<file path="src/rtl/fifo_pkg.sv">
// Shared defaults and FSM state type for the FIFO word packer.
package fifo_pkg;

    localparam int DEF_DATA_WIDTH = 8;
    localparam int DEF_LANES      = 4;
    localparam int DEF_TIMEOUT    = 16;

    typedef enum logic {
        FILL = 1'b0,
        OUT  = 1'b1
    } pack_state_t;

endpackage

</file>
<file path="src/rtl/fifo_pack_timer.sv">
// Idle-cycle counter for partial-word flushing; expired is registered and
// holds while the count sits at TIMEOUT.
module fifo_pack_timer
    import fifo_pkg::*;
#(
    parameter int TIMEOUT = DEF_TIMEOUT
) (
    input  logic clk,
    input  logic rst_n,
    input  logic clear,
    input  logic run,
    output logic expired
);

    localparam logic [7:0] LIMIT = 8'(TIMEOUT);

    logic [7:0] r_count;
    logic       r_expired;
    logic [7:0] w_count_next;

    // Next count: restart on any read or when not timing, saturate at the limit.
    always_comb begin
        w_count_next = r_count;
        if (clear || !run) begin
            w_count_next = 8'd0;
        end else if (r_count != LIMIT) begin
            w_count_next = r_count + 8'd1;
        end else begin
            w_count_next = r_count;
        end
    end

    // Counter and expiry flag registers.
    always_ff @(posedge clk or negedge rst_n) begin
        if (!rst_n) begin
            r_count   <= 8'd0;
            r_expired <= 1'b0;
        end else begin
            r_count   <= w_count_next;
            r_expired <= (w_count_next == LIMIT);
        end
    end

    assign expired = r_expired;

endmodule

</file>
<file path="src/rtl/fifo_word_packer.sv">
// Packs LANES FIFO entries into one word, lane 0 in the low bits.
// Define PACK_TIMEOUT_EN to flush partial words after TIMEOUT idle cycles.
module fifo_word_packer
    import fifo_pkg::*;
#(
    parameter int DATA_WIDTH = DEF_DATA_WIDTH,
    parameter int LANES      = DEF_LANES,
    parameter int TIMEOUT    = DEF_TIMEOUT
) (
    input  logic                        rd_clk,
    input  logic                        rst_n,
    input  logic                        fifo_empty,
    output logic                        fifo_rd_en,
    input  logic [DATA_WIDTH-1:0]       fifo_dout,
    output logic [LANES*DATA_WIDTH-1:0] m_data,
    output logic [LANES-1:0]            m_keep,
    output logic                        m_valid,
    input  logic                        m_ready
);

    localparam int              CNT_W    = $clog2(LANES + 1);
    localparam logic [CNT_W:0]  LANES_W  = (CNT_W + 1)'(LANES);
    localparam logic [CNT_W-1:0] CNT_ONE  = CNT_W'(1);
    localparam logic [CNT_W-1:0] CNT_LAST = CNT_W'(LANES - 1);

    pack_state_t                 r_state;
    logic [CNT_W-1:0]            r_lane_cnt;
    logic                        r_inflight;
    logic [LANES*DATA_WIDTH-1:0] r_data;
    logic [LANES-1:0]            r_keep;
    logic                        r_valid;

    logic [CNT_W:0]              w_occupancy;
    logic                        w_rd_en;
    logic                        w_last;
    logic                        w_flush;
    logic [LANES-1:0]            w_keep_partial;

    // Bytes already captured plus one still in flight must leave room for another read.
    assign w_occupancy = {1'b0, r_lane_cnt} + {{CNT_W{1'b0}}, r_inflight};
    assign w_rd_en     = rst_n && (r_state == FILL) && !fifo_empty && (w_occupancy < LANES_W);
    assign w_last      = r_inflight && (r_lane_cnt == CNT_LAST);

`ifdef PACK_TIMEOUT_EN
    logic w_timer_run;
    logic w_expired;

    assign w_timer_run = (r_state == FILL) && (r_lane_cnt != {CNT_W{1'b0}});

    fifo_pack_timer #(
        .TIMEOUT (TIMEOUT)
    ) u_timer (
        .clk     (rd_clk),
        .rst_n   (rst_n),
        .clear   (w_rd_en),
        .run     (w_timer_run),
        .expired (w_expired)
    );

    // Never flush while a byte is still owed to the current word.
    assign w_flush = w_expired && w_timer_run && !r_inflight && !w_rd_en;
`else
    assign w_flush = 1'b0;
`endif

    // Lane-valid mask for a partial word: one bit per captured lane.
    always_comb begin
        w_keep_partial = {LANES{1'b0}};
        for (int k = 0; k < LANES; k++) begin
            w_keep_partial[k] = (k < int'(r_lane_cnt));
        end
    end

    // Packing FSM with registered output word, mask and valid.
    always_ff @(posedge rd_clk or negedge rst_n) begin
        if (!rst_n) begin
            r_state    <= FILL;
            r_lane_cnt <= {CNT_W{1'b0}};
            r_inflight <= 1'b0;
            r_data     <= {(LANES*DATA_WIDTH){1'b0}};
            r_keep     <= {LANES{1'b0}};
            r_valid    <= 1'b0;
        end else begin
            r_inflight <= w_rd_en;
            case (r_state)
                FILL: begin
                    if (r_inflight) begin
                        // Lane 0 starts a fresh word, so unused lanes read back as zero.
                        if (r_lane_cnt == {CNT_W{1'b0}}) begin
                            r_data <= {{((LANES-1)*DATA_WIDTH){1'b0}}, fifo_dout};
                        end else begin
                            r_data[int'(r_lane_cnt)*DATA_WIDTH +: DATA_WIDTH] <= fifo_dout;
                        end
                        r_lane_cnt <= r_lane_cnt + CNT_ONE;
                        if (w_last) begin
                            r_state <= OUT;
                            r_valid <= 1'b1;
                            r_keep  <= {LANES{1'b1}};
                        end else begin
                            r_state <= FILL;
                        end
                    end else if (w_flush) begin
                        r_state <= OUT;
                        r_valid <= 1'b1;
                        r_keep  <= w_keep_partial;
                    end else begin
                        r_state <= FILL;
                    end
                end
                OUT: begin
                    if (m_ready) begin
                        r_state    <= FILL;
                        r_lane_cnt <= {CNT_W{1'b0}};
                        r_valid    <= 1'b0;
                        r_keep     <= {LANES{1'b0}};
                    end else begin
                        r_state <= OUT;
                    end
                end
                default: begin
                    r_state    <= FILL;
                    r_lane_cnt <= {CNT_W{1'b0}};
                    r_valid    <= 1'b0;
                    r_keep     <= {LANES{1'b0}};
                end
            endcase
        end
    end

    assign fifo_rd_en = w_rd_en;
    assign m_data     = r_data;
    assign m_keep     = r_keep;
    assign m_valid    = r_valid;

endmodule

</file>
<file path="config.mk">
export PLATFORM = sky130hd
export DESIGN_NAME = fifo_word_packer
export DESIGN_NICKNAME = d
export VERILOG_FILES = /design/src/rtl/fifo_pkg.sv /design/src/rtl/fifo_pack_timer.sv /design/src/rtl/fifo_word_packer.sv
export SDC_FILE = /design/constraint.sdc
export NUM_CORES = 1
export LEC_CHECK = 0
export CAP_MARGIN = 30
export CORE_ASPECT_RATIO = 0.6
export CORE_MARGIN = 5
export CORE_UTILIZATION = 30
export CTS_CLUSTER_SIZE = 24
export DETAILED_ROUTE_END_ITERATION = 8
export PLACE_DENSITY = 0.54
export SYNTH_ARGS = -nofsm -noshare
export SYNTH_HDL_FRONTEND = slang
export SYNTH_SLANG_ARGS = --single-unit
</file>
<file path="constraint.sdc">
create_clock -name rd_clk -period 2.4 [get_ports rd_clk]
set_input_delay 0.48 -clock rd_clk [delete_from_list [all_inputs] [get_ports rd_clk]]
set_output_delay 0.48 -clock rd_clk [all_outputs]
set_load 0.03 [all_outputs]
</file>
# Word-level counts from Yosys, hierarchy flattened
# Cells that the tools add are included.
# totals
register_bits	42
wordCells	43
# op_classes
addsub	3
n_lt_le_gt_ge	1
eq_ne	4
shifts	2
n_mux	17
bitwise	1
reduce_logical	9
# op_table
op	n
$neg A6 Y33	1
$shift A8 B33 Y32 const A	1
$shiftx A8 B33 Y32	1
$bwmux W32	1
$mux W32	1
$mux W4	3
$pmux W4 S2	1
$mux W1	6
$mux W3	2
$ne A2 B2 Y1 const B	3
$pmux W3 S2	1
$add A3 B1 Y4	1
$logic_and A1 B1 Y1	4
$lt A4 B3 Y1 const B	1
$pmux W1 S2	2
$reduce_and A2 Y1	2
$add A3 B1 Y3 const B	1
$eq A3 B2 Y1 const B	1
$logic_not A3 Y1	1
$reduce_and A3 Y1	1
$logic_not A1 Y1	1
$not A1 Y1	1

# Longest topological paths before layout
# depth
ltp_word	5
mapped_depth	7
depth_no_buf	6

# Least setup slack after synthesis
# Ideal clock, no wire load.
# synth_path
path_type	reg2reg
start	register r_lane_cnt[0]
end	register r_data[16], in the netlist m_data[16]
setup_time_ns	0.078
t_arrival_ns	1.811
slack_ns	0.512
path_stages_with_launch	8
synth_period_minus_slack_ns	1.888
cell_sequence	dfrtp_1 -> inv_1 -> ha_1 -> ha_1 -> nand2_1 -> or4_1 -> buf_2 -> o2bb2ai_1
# synth_between
elab_chain_cells	4
# synth_lines
item	line_no	text
start, declared	fifo_word_packer.sv:27	logic [CNT_W-1:0] r_lane_cnt;
start signal, assigned	fifo_word_packer.sv:78	r_lane_cnt <= {CNT_W{1'b0}};
start signal, assigned	fifo_word_packer.sv:94	r_lane_cnt <= r_lane_cnt + CNT_ONE;
start signal, assigned	fifo_word_packer.sv:113	r_lane_cnt <= {CNT_W{1'b0}};
$neg A6 Y33	fifo_word_packer.sv:92	r_data[int'(r_lane_cnt)*DATA_WIDTH +: DATA_WIDTH] <= fifo_dout;
$shiftx A8 B33 Y32 / $shift A8 B33 Y32 (equally long branches)	fifo_word_packer.sv:92	
$bwmux W32	fifo_word_packer.sv:92	
$mux W32 (*)	fifo_word_packer.sv:89	if (r_lane_cnt == {CNT_W{1'b0}}) begin
end signal, assigned	fifo_word_packer.sv:80	r_data <= {(LANES*DATA_WIDTH){1'b0}};
end signal, assigned	fifo_word_packer.sv:90	r_data <= {{((LANES-1)*DATA_WIDTH){1'b0}}, fifo_dout};
end signal, assigned by index	fifo_word_packer.sv:92	
end, declared	fifo_word_packer.sv:29	logic [LANES*DATA_WIDTH-1:0] r_data;
# Mark *: on every way between the ends. The rest lies on a longest branch, timed or not.
# A chain may end at the register's enable or synchronous reset.

# Final worst setup path
# Ends and elaborated chain as after synthesis.

==> flow_metrics.py <==
metrics = {
    "pwr": {
        "switchingPower_mw": 1.32,
        "power_density_nw_per_um2": 1220,
        "p_sw_share_pct": 44.6,
        "pwr-share-seq_pct": 30.9,
        "p_int_mw": 1.64,
        "p_comb_share_pct": 55.3,
        "vdd_drop_max_mv": 0.594,
        "clkPwrFrac_pct": 13.8,
        "p_leak_nw": 0.996,
    },
    "floorplanning": {
        "core-area_um2": 6000,
        "start_util_pct": 30.3,
        "die-area_um2": 7770,
        "ios": 50,
        "die_h_um": 70.3,
        "num_rows": 22,
        "die_w_um": 111,
    },
    "placement": {
        "pre_cts_ws_ps": 209,
        "port_buffers": 49,
        "dpl.hpwl_um": 3510,
        "gp_congestion": 0.826,
    },
    "layout": {
        "diodes": 0,
        "fillers": 631,
        "drive_gt1_share_pct": 16.7,
        "utilization_pct": 40.6,
        "finalNetCount": 228,
        "synthToLayoutAreaGrowth_pct": 34.0,
    },
    "synth": {
        "synthTopCellsByArea": "dfrtp_1 52%, mux2_2 9.9%, nand3_1 4.7%",
        "netlist_area_um2": 1820,
        "yosysWarnings": 0,
        "yosysUniqueCellTypes": 29,
        "synth_async_sr_flop_share_pct": 100,
        "synthCells": 163,
        "synth_top_area_share_pct": 52.3,
        "synth_top_cell_by_area": "dfrtp_1",
        "synth-edff-count": 0,
        "ys_ff_latch": 38,
        "yosys_most_used_dff": "dfrtp_1",
        "postSynthAreaPerCell_um2": 11.2,
        "ys_seq_area_share_pct": 52.3,
        "synth_nets": 181,
    },
    "timing": {
        "rsz0062_at_grt": "false",
        "relSlewSlack_pct": 67.6,
        "fin_crit_ps": 1950,
        "finalWorstSetupSlack_ps": 453,
        "worst_pin_slew_ps": 486,
        "finalHoldViolCount": 0,
        "period_share_pct": 81.1,
        "finalSetupTns_ps": 0,
        "fmax_mhz": 514,
        "drv_slew": 0,
        "finalSetupViolCount": 0,
        "fin_skew_ps": 4.56,
    },
    "routing": {
        "met3_length_um": 301,
        "ant_nets": 0,
        "wl_met2_um": 1860,
        "routed_wl_um": 4770,
        "drc": 0,
        "drtIter0Drc": 38,
        "detail_route.wl_per_cell_um": 16.2,
        "vias_per_cell": 4.79,
        "vias": 1409,
        "wirelength_met1_um": 2590,
        "top_layer": "met4",
        "first_pass_iters": 4,
    },
    "job": {
        "drv_cap": 0,
    },
    "critical_path": {
        "cp-startpoint": "r_lane_cnt[0]$_DFFE_PN0P_",
        "cpMostUsedCell": "ha_1",
        "required_ps": 2610,
        "cpLargestDelayFamily": "simple AND/OR/NAND/NOR gates",
        "startpoint_type": "register",
        "crit_buf_inv": 1,
        "worstPathArrival_ps": 2160,
        "crit_fanout": 8,
        "setup.worst_path.end_class": "register",
        "max_stage_delay_ps": 630,
        "crit_slowest_cell": "or4_1",
        "path_class": "register to register",
        "r2r_start": "r_lane_cnt[0]$_DFFE_PN0P_",
        "crit_path_cell_trace": "inv_1, ha_1, ha_1, nand2_1, or4_1, o2bb2ai_1",
    },
    "worst_hold_path": {
        "hp-class": "input port to asynchronous set/reset pin",
    },
    "global_routing": {
        "grt_max_degree": 39,
        "grt_usage_pct": 13.2,
        "overflow": 0,
        "grt_pass1_wl_um": 8110,
        "antenna_found_initial": 0,
        "grt_pass1_vias": 1487,
    },
    "clock_network": {
        "clk-insertion-delay-late_ps": 280,
        "clk_pin_slew_ps": 70,
        "postCtsResizedCells": 0,
        "cts_hold_buf": 0,
        "max-clock-path-buffers": 2,
        "cts_root_buf": "clkbuf_8",
        "tritoncts": "done",
        "clkSinkCount": 38,
        "cts_setup_buffers": 0,
        "cts.htree.levels": 2,
        "cts_buffers": 5,
    },
    "outcome": {
        "outcome": "complete, no violations",
    },
}
[worst register-to-register path: cells and delay by family, from the launching register on]
family	cells	cell delay, ps
AOI/OAI and AO/OA	1	210
adders and majority gates	2	550
buffers and inverters	1	70
DFF	1	350
and+or+nand+nor	2	700
[path summary, 6_finish.rpt]
check,to,slack [ps],cells after the start
max in group asynchronous,m_data[3]$_DFFE_PN0P_,1810,2
min in group rd_clk,r_inflight$_DFF_PN0_,460,3
setup / recovery,m_data[16]$_DFFE_PN0P_,450,6
hold / removal,m_data[17]$_DFFE_PN0P_,250,2
hold reg to reg,m_data[22]$_DFFE_PN0P_,500,1
setup reg to reg,m_data[16]$_DFFE_PN0P_,450,6
[per-layer routing]
metal / vias to the layer above / GRT usage [%]
met4: 0 / 2.32
met2: 34 / 16.3
li1: 682 / -
met5: - / 0
met1: 691 / 20.7
met3: 2 / 5.45
[cells in the final DEF (no fill, tap or decap)]
| cell | n |
|---|---|
| clkdlybuf4s50_1 | 47 |
| a22o_1 | 1 |
| buf_2 | 1 |
| xnor2_1 | 1 |
| and2b_1 | 1 |
| a21oi_1 | 4 |
| nand2_2 | 1 |
| clkbuf_8 | 5 |
| nor2_4 | 1 |
| nand2b_1 | 1 |
| or4_1 | 1 |
| buf_4 | 8 |
| mux2_2 | 16 |
| inv_1 | 3 |
| nand2_1 | 14 |
| nand2b_4 | 1 |
| o21ai_0 | 10 |
| o21ai_1 | 1 |
| o22ai_1 | 2 |
| dfrtp_1 | 38 |
| nand3_1 | 17 |
| ha_1 | 6 |
| nor2_1 | 1 |
| o41ai_1 | 8 |
| o2bb2ai_1 | 8 |
| a31oi_1 | 1 |
| clkinv_2 | 2 |
| nor3_1 | 8 |
| nand3b_1 | 1 |
| a21o_1 | 1 |
[cells by family after synthesis]
family / Yosys count / share of synthesized area [%]
AO/OA/AOI/OAI: 36 / 13.8
XOR/XNOR: 1 / 0.482
buffers and inverters: 19 / 6.19
multiplexers: 16 / 9.90
adder cells (fa/ha/maj): 6 / 4.13
flip-flops: 38 / 52.3
AND/OR/NAND/NOR: 47 / 13.3
[Yosys cell counts (2+ instances only)]
cell	n
clkbuf_1	3
ha_1	6
buf_2	6
o2bb2ai_1	8
nand3_1	17
nor3_1	8
buf_4	5
o22ai_1	2
a21oi_1	4
nand2_1	14
mux2_2	16
dfrtp_1	38
inv_1	3
o41ai_1	8
buf_6	2
o21ai_0	10
[final cells by class]
class	instances	area, µm²	share of cell area (%)
Clock buffer	5	68.8	2.82
Clock inverter	2	10.0	0.411
Inverter	3	11.3	0.462
Multi-Input combinational cell	106	756	31.0
Sequential cell	38	951	39.0
Tap cell	84	105	4.31
Timing Repair Buffer	56	536	22.0
[state kept, by name, indices dropped and copies added, names as in the netlist]
signal	flops
m_keep	1
r_inflight	1
r_lane_cnt	3
r_state	1
m_data	32
[metrics by stage]
stage / hold slack [ps] / std cells / power (mW) / instance area [µm²]
final: 251 / 294 / 2.97 / 2440
after global routing: 306 / 294 / 3.17 / 2440
after CTS: 276 / 293 / 2.97 / 2430
after detailed placement: 476 / 286 / 2.55 / 2350
after global placement: 479 / 286 / 2.53 / 2350
after floorplan: 184 / 163 / 1.98 / 1820
[power groups by stage]
stage | clock network (mW) | logic (mW) | registers [mW]
final | 0.410 | 1.64 | 0.915
after global routing | 0.454 | 1.77 | 0.943
after CTS | 0.424 | 1.63 | 0.917
after detailed placement | 0 | 1.62 | 0.926
after global placement | 0 | 1.60 | 0.927
after floorplan | 0 | 0.758 | 1.22
No activity file was read; power rests on OpenSTA's default activity.
